File: src/rtl/ram_bist.sv
// rtl/ram_bist.sv - march-style fill/readback BIST initiator for a single-port RAM
module ram_bist #(
  parameter int AW         = 10,
  parameter int DW         = 8,
  parameter int PAT_OFFSET = 0
) (
  input  logic          i_clk,
  input  logic          i_rst,
  input  logic          i_start,
  output logic          o_busy,
  output logic          o_done,
  output logic          o_pass,
  output logic [AW:0]   o_err_count,
  output logic [AW-1:0] o_first_err_addr,
  output logic [DW-1:0] o_first_err_data,
  output logic [AW-1:0] o_mem_addr,
  output logic [DW-1:0] o_mem_wdata,
  output logic          o_mem_wr,
  output logic          o_mem_cs,
  input  logic [DW-1:0] i_mem_rdata
);

  localparam logic [2:0] S_IDLE  = 3'd0;
  localparam logic [2:0] S_WRITE = 3'd1;
  localparam logic [2:0] S_READ  = 3'd2;
  localparam logic [2:0] S_DRAIN = 3'd3;
  localparam logic [2:0] S_DONE  = 3'd4;

  localparam logic [AW:0]   L_PAT_OFFSET = (AW+1)'(PAT_OFFSET);
  localparam logic [AW-1:0] L_ADDR_ONE   = AW'(1);
  localparam logic [AW:0]   L_CNT_ONE    = (AW+1)'(1);

  // Pattern is formed at AW+1 bits so 2*addr never loses its top bit before truncation.
  function automatic logic [DW-1:0] f_pattern(input logic [AW-1:0] a);
    logic [AW:0] v;
    v = {a, 1'b0} + L_PAT_OFFSET;
    return DW'(v);
  endfunction

  logic [2:0]    r_state;
  logic          r_busy;
  logic          r_done;
  logic          r_pass;
  logic [AW:0]   r_err_count;
  logic [AW-1:0] r_first_err_addr;
  logic [DW-1:0] r_first_err_data;
  logic [AW-1:0] r_mem_addr;
  logic [DW-1:0] r_mem_wdata;
  logic          r_mem_wr;
  logic          r_mem_cs;
  logic          r_cmp_valid;
  logic [AW-1:0] r_cmp_addr;

  logic          w_miss;
  logic          w_last_addr;
  logic [AW-1:0] w_next_addr;
  logic [AW:0]   w_err_count_next;

  always_comb begin
    w_miss           = r_cmp_valid && (i_mem_rdata != f_pattern(r_cmp_addr));
    w_err_count_next = w_miss ? (r_err_count + L_CNT_ONE) : r_err_count;
    w_last_addr      = (r_mem_addr == '1);
    w_next_addr      = r_mem_addr + L_ADDR_ONE;
  end

  always_ff @(posedge i_clk) begin
    if (i_rst) begin
      r_state          <= S_IDLE;
      r_busy           <= 1'b0;
      r_done           <= 1'b0;
      r_pass           <= 1'b0;
      r_err_count      <= '0;
      r_first_err_addr <= '0;
      r_first_err_data <= '0;
      r_mem_addr       <= '0;
      r_mem_wdata      <= '0;
      r_mem_wr         <= 1'b0;
      r_mem_cs         <= 1'b0;
      r_cmp_valid      <= 1'b0;
      r_cmp_addr       <= '0;
    end else begin
      r_done <= 1'b0;

      // Compare stage: the read issued last cycle returns its data now.
      r_cmp_valid <= (r_state == S_READ);
      r_cmp_addr  <= r_mem_addr;
      if (r_cmp_valid) begin
        r_err_count <= w_err_count_next;
        if (w_miss && (r_err_count == '0)) begin
          r_first_err_addr <= r_cmp_addr;
          r_first_err_data <= i_mem_rdata;
        end
      end

      case (r_state)
        S_IDLE: begin
          if (i_start) begin
            r_state          <= S_WRITE;
            r_busy           <= 1'b1;
            r_pass           <= 1'b0;
            r_err_count      <= '0;
            r_first_err_addr <= '0;
            r_first_err_data <= '0;
            r_mem_cs         <= 1'b1;
            r_mem_wr         <= 1'b1;
            r_mem_addr       <= '0;
            r_mem_wdata      <= f_pattern('0);
          end
        end
        S_WRITE: begin
          if (w_last_addr) begin
            r_state     <= S_READ;
            r_mem_wr    <= 1'b0;
            r_mem_addr  <= '0;
            r_mem_wdata <= '0;
          end else begin
            r_mem_addr  <= w_next_addr;
            r_mem_wdata <= f_pattern(w_next_addr);
          end
        end
        S_READ: begin
          if (w_last_addr) begin
            r_state    <= S_DRAIN;
            r_mem_cs   <= 1'b0;
            r_mem_addr <= '0;
          end else begin
            r_mem_addr <= w_next_addr;
          end
        end
        S_DRAIN: begin
          // Last compare lands this edge, so pass must see the updated count.
          r_state <= S_DONE;
          r_busy  <= 1'b0;
          r_done  <= 1'b1;
          r_pass  <= (w_err_count_next == '0);
        end
        S_DONE: begin
          r_state <= S_IDLE;
        end
        default: begin
          r_state  <= S_IDLE;
          r_busy   <= 1'b0;
          r_mem_cs <= 1'b0;
          r_mem_wr <= 1'b0;
        end
      endcase
    end
  end

  assign o_busy           = r_busy;
  assign o_done           = r_done;
  assign o_pass           = r_pass;
  assign o_err_count      = r_err_count;
  assign o_first_err_addr = r_first_err_addr;
  assign o_first_err_data = r_first_err_data;
  assign o_mem_addr       = r_mem_addr;
  assign o_mem_wdata      = r_mem_wdata;
  assign o_mem_wr         = r_mem_wr;
  assign o_mem_cs         = r_mem_cs;

endmodule
File: config.mk
export PLATFORM = sky130hd
export DESIGN_NAME = ram_bist
export DESIGN_NICKNAME = d
export VERILOG_FILES = /design/src/rtl/ram_bist.sv
export SDC_FILE = /design/constraint.sdc
export NUM_CORES = 1
export LEC_CHECK = 0
export ABC_AREA = 1
export BUFFER_PORTS_ARGS = -buffer_cell sky130_fd_sc_hd__clkbuf_2
export CELL_PAD_IN_SITES_DETAIL_PLACEMENT = 1
export CELL_PAD_IN_SITES_GLOBAL_PLACEMENT = 1
export CORE_MARGIN = 2
export CORE_UTILIZATION = 28
export CTS_CLUSTER_DIAMETER = 30
export DETAILED_ROUTE_END_ITERATION = 7
export GPL_TIMING_DRIVEN = 0
export PLACE_DENSITY_LB_ADDON = 0.1
export SLEW_MARGIN = 30
export SYNTH_ARGS = -nofsm -noshare
export SYNTH_HDL_FRONTEND = slang
export SYNTH_SLANG_ARGS = --single-unit
export TNS_END_PERCENT = 20
File: constraint.sdc
create_clock -name i_clk -period 1.67 [get_ports i_clk]
set_input_delay 0.2505 -clock i_clk [delete_from_list [all_inputs] [get_ports i_clk]]
set_output_delay 0.2505 -clock i_clk [all_outputs]
set_load 0.05 [all_outputs]
### Word-level counts from Yosys, hierarchy flattened

Cells that the tools add are included.

| storage, ports and cells | value |
|---|---|
| register bits | 66 |
| output and inout port bits | 52 |

| operators by class | value |
|---|---|
| $add $sub $neg | 2 |
| equal/unequal tests | 9 |
| multiplexer cells | 30 |
| bitwise logic cells | 3 |
| reduce and logical (&&, ||, !) cells | 19 |

Operator list:

| cell | count |
|---|---|
| two-way mux 10 bit | 6 |
| two-way mux 8 bit | 6 |
| two-way mux 11 bit | 4 |
| logical NOT 11 bit | 2 |
| one-hot mux 10 bit (2 select lines) | 1 |
| one-hot mux 8 bit (2 select lines) | 1 |
| one-hot mux 3 bit (4 select lines) | 1 |
| adder 11 x 1 -> 11 bit (second input constant) | 1 |
| adder 10 x 1 -> 10 bit (second input constant) | 1 |
| == test 10 bit (second input constant) | 1 |
| two-way mux 3 bit | 3 |
| AND reduction 3 bit | 3 |
| OR reduction 3 bit | 3 |
| != test 8 bit | 1 |
| AND reduction 2 bit | 4 |
| == test 3 x 2 -> 1 bit (second input constant) | 2 |
| != test 2 bit (second input constant) | 3 |
| one-hot mux 1 bit (3 select lines) | 2 |
| nonzero test 2 bit | 3 |
| two-way mux 1 bit | 4 |
| one-hot mux 1 bit (2 select lines) | 2 |
| == test 3 x 1 -> 1 bit (second input constant) | 1 |
| == test 3 bit (second input constant) | 1 |
| logical NOT 3 bit | 1 |
| 3 further kinds | 6 |

### Depth between registers and ports, before layout

Gate-level depths: netlist of run 1.

| logic depth | value |
|---|---|
| depth in word-level cells | 7 |
| gate-level depth with buffers | 14 |

### Worst setup path before layout of run 1

Ideal clock, no wire load.

| timing | value |
|---|---|
| path kind | register -> register |
| start point | reg r_mem_addr[0] (netlist: o_mem_addr[0]) |
| end point | reg r_mem_wdata[4] (netlist: o_mem_wdata[4]) |
| setup time | 0.128 ns |
| arrival | 1.899 ns |
| required time | 1.542 ns |
| slack | -0.357 ns |
| stages on the path, launching flop included | 10 |
| path buffers | 0 |
| clock period less this slack | 2.027 ns |
| cells stage by stage | dfxtp_1 ha_1 nand3_1 nor2_2 nand3_2 nor2_4 nand3_2 nand2_1 a2bb2oi_1 nor2_1 |

| on the way | value |
|---|---|
| longest elaborated chain between the ends | 3 |

RTL lines:

| item | RTL line | RTL |
|---|---|---|
| start: declaration | 47 | `logic [AW-1:0] r_mem_addr;` |
| start signal: assignment | 117 | `r_mem_addr <= w_next_addr;` |
| start signal: assignment | 127 | `r_mem_addr <= w_next_addr;` |
| adder 10 x 1 -> 10 bit / == test 10 bit (equally long branches) | 63, 62 |  |
| two-way mux 8 bit (*) | 111 | `if (w_last_addr) begin` |
| one-hot mux 8 bit (2 select lines) (*) | 95 | `case (r_state)` |
| end signal: assignment | 107 | `r_mem_wdata <= f_pattern('0);` |
| end signal: assignment | 118 | `r_mem_wdata <= f_pattern(w_next_addr);` |
| end: declaration | 48 | `logic [DW-1:0] r_mem_wdata;` |

Mark *: on every way between the ends. The rest lies on a longest branch, timed or not.
A chain may end at the register's enable or synchronous reset.

### Worst setup path after layout of run 1

| timing | value |
|---|---|
| start point | reg r_err_count[0] (netlist: o_err_count[0]) |
| end point | reg r_first_err_addr[2] (netlist: o_first_err_addr[2]) |

| on the way | value |
|---|---|
| longest elaborated chain between the ends | 6 |

RTL lines:

| item | RTL line | RTL |
|---|---|---|
| start: declaration | 44 | `logic [AW:0] r_err_count;` |
| start signal: assignment | 88 | `r_err_count <= w_err_count_next;` |
| logical NOT 11 bit (*) | 89 | `if (w_miss && (r_err_count == '0)) begin` |
| logical AND 1 bit (*) | 89 |  |
| two-way mux 10 bit (*) | 89 |  |
| two-way mux 10 bit (*) | 87 | `if (r_cmp_valid) begin` |
| two-way mux 10 bit | 97 | `if (i_start) begin` |
| two-way mux 10 bit (*) | 95 |  |
| end signal: assignment | 90 | `r_first_err_addr <= r_cmp_addr;` |
| end: declaration | 45 | `logic [AW-1:0] r_first_err_addr;` |

Marks and branches as above.

==> impl_metrics.tcl, run 1 <==
set metrics [dict create \
    status "complete, no violations" \
    start_util 0.2858 \
    cp_max_fo 10 \
    final-hold-violation-count 0 \
    rows 37 \
    syn-instance-count 395 \
    first_pass_iters 4 \
    via_count 2773 \
    ys_warn_count 0 \
    worstSetupEndpoint "o_first_err_addr[2]" \
    synth.most_common_cell "nand2_1" \
    core_sq_um 10230 \
    reg2reg_depth 8 \
    grt_pass1_wl_um 13740 \
    grt_remaining_overflow 0 \
    cts_htree_levels 3 \
    num_antenna_cells 0 \
    post-route-period-util 0.9664 \
    worstPathArrival_ns 1.87 \
    grt_pass1_vias 2722 \
    power_w 0.004559 \
    cts_tree "yes" \
    synth-edff-count 0 \
    drtIter0Drc 55 \
    synthTopCellsByCount "nand2_1 (80), dfxtp_1 (65), inv_1 (57), nor2_1 (43), a21oi_1 (34)" \
    synth_area_per_cell_sq_um 7.403 \
    syn-num-nets 409 \
    ff2ff_setup_slack_ns 0.06 \
    postCtsHoldBufs 0 \
    syn-cell-area_sq_um 2924 \
    clockBufferDepth 2 \
    clkLatencyLatePin_ns 0.36 \
    nFillCells 1269 \
    async_flop_share 0 \
    fin_worst_skew_ns 0.01542 \
    grt_use_total 0.1559 \
    ioPinCount 63 \
    place_area_sq_um 3443 \
    place_congestion 0.8080 \
    drc_errors 0 \
    critPathRequiredTime_ns 1.92 \
    rsz0062_at_grt "true" \
    maxSlewHeadroom 0.6628 \
    final_util 0.3823 \
    port_buffers 60 \
    die_y_um 106.2 \
    final_antenna_net_count 0 \
    ys_seq_area_frac 0.4450 \
    ys_types 35 \
    worstSetupStartpoint "o_err_count[0]" \
    timing.final.ws_setup_ns 0.05611 \
    start_kind "flip-flop" \
    synth_top_area_cell "dfxtp_1" \
    rr_endpoint "o_first_err_addr[2]" \
    ys_ff_latch 65 \
    synth_flop_cell "dfxtp_1" \
    setup_viol 0 \
    antenna_found_initial 0 \
    final_net_count 495 \
    pre_cts_ws_ns -0.09645 \
    die_w_um 106.2 \
    wirelength_um 8648 \
    via_per_inst 4.458 \
    numCtsBuffers 9 \
    fmax_mhz 619.6 \
    ir_drop_mv 0.4879 \
    maxSlewViolCount 0 \
    criticalPathCategory "flip-flop to flip-flop" \
    finalInstanceArea_sq_um 3911 \
    dieArea_sq_um 11280 \
    area_growth_pct 33.76 \
    path_clk_slew_ns 0.09 \
    drive_gt1_frac 0.3210 \
    wire_per_inst_um 13.90 \
    synth.area.top_cells "dfxtp_1 (45%), nand2_1 (10%), inv_1 (7.3%), a21oi_1 (5.8%), nor2_1 (5.5%)" \
    worstMarginPinSlew_ns 0.5058 \
    p_leak_nw 1.640 \
    dp_hpwl_um 6328 \
    grt_start_max_net_pins 15 \
    post-route-min-period_ns 1.614 \
    power_density_nw_per_um2 1166 \
    timing.max_cap.violations 0 \
    synth_top_area_share 0.4450 \
    hp-class "primary input to flip-flop" \
    cts_root_buf "clkbuf_8" \
    worstReg2RegStart "o_err_count[0]" \
    end_kind "flip-flop" \
    tritoncts_num_sinks 65 \
]
worst min-delay path by stage:
| stage | start | end | slack [ns] | cells past startpoint |
|---|---|---|---|---|
| floorplan | i_mem_rdata[5] | o_first_err_data[5] | 0.42 | 2 |
| global placement | o_first_err_data[3] | o_first_err_data[3] | 0.43 | 2 |
| detailed placement | o_first_err_data[0] | o_first_err_data[0] | 0.44 | 2 |
| CTS | i_mem_rdata[5] | o_first_err_data[5] | 0.18 | 3 |
| global route | i_mem_rdata[7] | o_first_err_data[7] | 0.19 | 3 |
| finish | i_mem_rdata[0] | o_first_err_data[0] | 0.18 | 3 |
report_power, final:
group          switching, W  internal [W]  leakage (nW)
clock              0.000729      0.000720         0.107
combinational      0.000966      0.000390         0.996
sequential        0.0000937       0.00166         0.537
timing repair:
action,CTS,global route
gates resized for setup,7,46
cloned,0,2
endpoints found under the setup margin,19,33
pin swaps,1,15
buffers inserted,4,9
worst max-delay path: stages, from the launching register on:
cell	delay [ns]
dfxtp_4	0.37
inv_2	0.08
ha_2	0.18
nand2_1	0.09
nor3_4	0.25
nand4_4	0.17
buf_6	0.19
o21ai_0	0.15
a21oi_1	0.05
area by class of cell:
cell class	instances	area, sq um	area share
Multi-Input combinational cell	256	1460	0.3733
Sequential cell	65	1340	0.3426
Timing Repair Buffer	74	406.6	0.1040
Inverter	63	244.0	0.06238
Tap cell	136	170.2	0.04351
Clock buffer	9	123.9	0.03167
Buffer	12	83.83	0.02143
Clock inverter	7	82.58	0.02111
stage by stage:
step | TNS (ns) | hold slack, ns | instances
finish | 0 | 0.1825 | 622
detailed placement | -1.044 | 0.4362 | 591
global route | -0.6528 | 0.1936 | 622
global placement | -0.5530 | 0.4305 | 591
floorplan | -0.008722 | 0.4236 | 395
CTS | 0 | 0.1802 | 611
routing by layer:
metal / wire length (um) / share of wire / vias up / track usage
li1: - / - / 1428 / -
met1: 4219 / 0.49 / 1292 / 0.2098
met2: 4034 / 0.47 / 44 / 0.2482
met3: 276 / 0.032 / 9 / 0.02636
met4: 117 / 0.014 / 0 / 0.06203
met5: 0 / 0 / - / 0
cell usage in the layout (no fill, tap or decap), types with 7 or more instances in the layout:
| master | instances |
|---|---|
| o21ai_1 | 13 |
| nor2_1 | 37 |
| dfxtp_1 | 46 |
| buf_4 | 16 |
| inv_1 | 56 |
| nand3_1 | 18 |
| clkbuf_2 | 60 |
| o21ai_0 | 12 |
| nand2_1 | 79 |
| dfxtp_2 | 13 |
| xor2_1 | 7 |
| clkbuf_8 | 9 |
| a21oi_1 | 34 |
logic make-up (layout without fill, tap and decap cells):
group | count (synthesis) | after routing | synth area share
AND/OR/NAND/NOR | 169 | 170 | 0.2666
buffers and inverters | 75 | 165 | 0.1065
AO/OA/AOI/OAI | 70 | 70 | 0.1318
flip-flops | 65 | 65 | 0.4450
XOR/XNOR | 12 | 12 | 0.03594
adder cells (fa/ha/maj) | 3 | 3 | 0.01284
other | 1 | 1 | 0.001282
flip-flops by register name, indices dropped and copies added (netlist names), 3 cells and up:
name / flops
r_cmp_addr: 10
o_first_err_addr: 10
r_state: 3
o_mem_wdata: 7
o_err_count: 11
o_mem_addr: 10
o_first_err_data: 8
Power figures use the tool's default switching activity.
==> run 2: changes to the inputs <==
--- a/config.mk
+++ b/config.mk
@@ -6,13 +6,13 @@
 export NUM_CORES = 1
 export LEC_CHECK = 0
 export ABC_AREA = 1
-export BUFFER_PORTS_ARGS = -buffer_cell sky130_fd_sc_hd__clkbuf_2
 export CELL_PAD_IN_SITES_DETAIL_PLACEMENT = 1
 export CELL_PAD_IN_SITES_GLOBAL_PLACEMENT = 1
 export CORE_MARGIN = 2
 export CORE_UTILIZATION = 28
 export CTS_CLUSTER_DIAMETER = 30
 export DETAILED_ROUTE_END_ITERATION = 7
+export DONT_BUFFER_PORTS = 1
 export GPL_TIMING_DRIVEN = 0
 export PLACE_DENSITY_LB_ADDON = 0.1
 export SLEW_MARGIN = 30
==> impl_metrics.tcl, run 2 (same netlist as run 1, synthesis figures left out) <==
set metrics [dict create \
    status "complete, but fails checks" \
    violations "setup timing" \
    wl_met3_um 470 \
    drive_gt1_frac 0.2264 \
    reg2reg_depth 10 \
    wire_per_inst_um 15.26 \
    start_kind "flip-flop" \
    mostFrequentLayoutCells "nand2_1 (78), inv_1 (56), dfxtp_1 (46)" \
    grt_pass1_wl_um 13930 \
    p_leak_nw 1.353 \
    post-route-min-period_ns 1.849 \
    fin_worst_skew_ns 0.01156 \
    place_inst 531 \
    first_pass_iters 4 \
    nFillCells 1255 \
    dp_hpwl_um 6295 \
    clkLatencyLatePin_ns 0.35 \
    end_kind "flip-flop" \
    power_density_nw_per_um2 1239 \
    combPwrFrac 0.232 \
    grt_start_max_net_pins 13 \
    post-route-period-util 1.107 \
    dieArea_sq_um 11280 \
    fin_cells 560 \
    grt_pass1_vias 2680 \
    num_antenna_cells 0 \
    maxSlewViolCount 0 \
    grt_use_total 0.1593 \
    regArea_sq_um 1343 \
    final_common_cell "nand2_1" \
    p_seq_frac 0.460 \
    grt_remaining_overflow 0 \
    cts_root_buf "clkbuf_8" \
    setup_viol 16 \
    timing.max_cap.violations 0 \
    timing.final.ws_setup_ns -0.1790 \
    area_growth_pct 23.02 \
    numCtsBuffers 9 \
    die_w_um 106.2 \
    intPower_w 0.002718 \
    die_y_um 106.2 \
    start_util 0.2858 \
    final_util 0.3516 \
    cp_max_fo 5 \
    power.switching_w 0.001739 \
    clock_power_share 0.308 \
    drc_errors 0 \
    holdPathStages 2 \
    tritoncts_num_sinks 65 \
    critPathRequiredTime_ns 1.89 \
    final_net_count 433 \
    port_buffers 0 \
    wirelength_um 8548 \
    cts_tree "yes" \
    cts_htree_levels 3 \
    wl_met1_um 4028 \
    core_sq_um 10230 \
    rows 37 \
    rsz0062_at_grt "true" \
    worstMarginPinSlew_ns 0.7678 \
    drtIter0Drc 49 \
    largest_reg_flops 11 \
    hp-class "primary input to flip-flop" \
    via_count 2576 \
    fmax_mhz 540.8 \
    maxSlewHeadroom 0.4875 \
    final_antenna_net_count 0 \
    p_sw_frac 0.3902 \
    ioPinCount 63 \
    dr_wl_met2_um 3888 \
    routed.top_layer "met4" \
    criticalPathCategory "flip-flop to flip-flop" \
    worstPathArrival_ns 2.06 \
    ir_drop_mv 0.6845 \
    multi_input_area_sq_um 1454 \
    place_congestion 0.8055 \
    path_clk_slew_ns 0.08 \
    final-hold-violation-count 0 \
    antenna_found_initial 0 \
    via_per_inst 4.600 \
    clockBufferDepth 2 \
]
==> run 2: changes by cell type in the layout (fill, tap and decap cells not counted), moves of 2 or more <==
cell / change
clkbuf_2: -60
inv_6: -3
a21oi_1: -2
a21oi_2: +2
nor2_1: +2
nor3_2: +2
==> run 2: final timing paths <==
path                                     start                   to  slack [ns]
worst min-delay path            i_mem_rdata[5]  o_first_err_data[5]        0.07
worst max register to register   o_mem_addr[1]             o_mem_wr       -0.18
worst min register to register   r_cmp_addr[8]  o_first_err_addr[8]        0.52
worst max-delay path             o_mem_addr[1]             o_mem_wr       -0.18
==> run 2: cell type report <==
| cell class | count | share of cell area |
|---|---|---|
| clock inverters | 6 | 0.01843 |
| well taps | 136 | 0.04730 |
| inverters | 63 | 0.06643 |
| multi-input cells | 255 | 0.4042 |
| clock buffers | 10 | 0.03548 |
| plain buffers | 12 | 0.02330 |
| repair buffers | 13 | 0.03165 |
| flip-flops and latches | 65 | 0.3732 |
==> run 2: power groups by stage <==
| stage | Combinational, W | Clock, W | Sequential, W |
|---|---|---|---|
| 2_1_floorplan | 0.000652 | 0 | 0.00206 |
| 3_3_place_gp | 0.000875 | 0 | 0.00209 |
| 3_5_place_dp | 0.000877 | 0 | 0.00209 |
| 4_1_cts | 0.00101 | 0.00142 | 0.00205 |
| 5_1_grt | 0.00116 | 0.00148 | 0.00207 |
| 6_report | 0.00103 | 0.00137 | 0.00205 |
==> run 2: critical path, stage by stage (launching register included) <==
cell and delay [ns]:
dfxtp_4 0.47, ha_4 0.19, nand3_4 0.09, nor2_4 0.16, nand3_4 0.10, nor2_4 0.17
nand3_4 0.14, nand2_4 0.18, nand3_2 0.07, nand2_1 0.07, a21oi_1 0.06
==> run 2: timing repair <==
item	in CTS	in global routing
buffers inserted	8	4
hold buffers	0	0
gates cloned	1	0
gates resized for setup	31	21
endpoints found under the setup margin	38	38
pin swaps	9	6
==> run 2: layer usage <==
metal,GRT usage,up-vias
met1,0.2017,1209
li1,-,1301
met4,0.05921,0
met3,0.04905,12
met5,0,-
met2,0.2546,54
==> run 2: through the flow <==
step                 TNS (ns)  area [sq um]  total power (W)  worst slack (ns)  hold WS (ns)
finish                 -1.852          3597         0.004457           -0.1790       0.07219
global route           -4.880          3597         0.004711           -0.2851       0.07332
CTS                    -1.383          3506         0.004482           -0.1463       0.05821
detailed placement     -6.328          3143         0.002970           -0.3222        0.4379
global placement       -5.868          3143         0.002964           -0.3434        0.4403
floorplan           -0.008722          2973         0.002713         -0.008722        0.4236
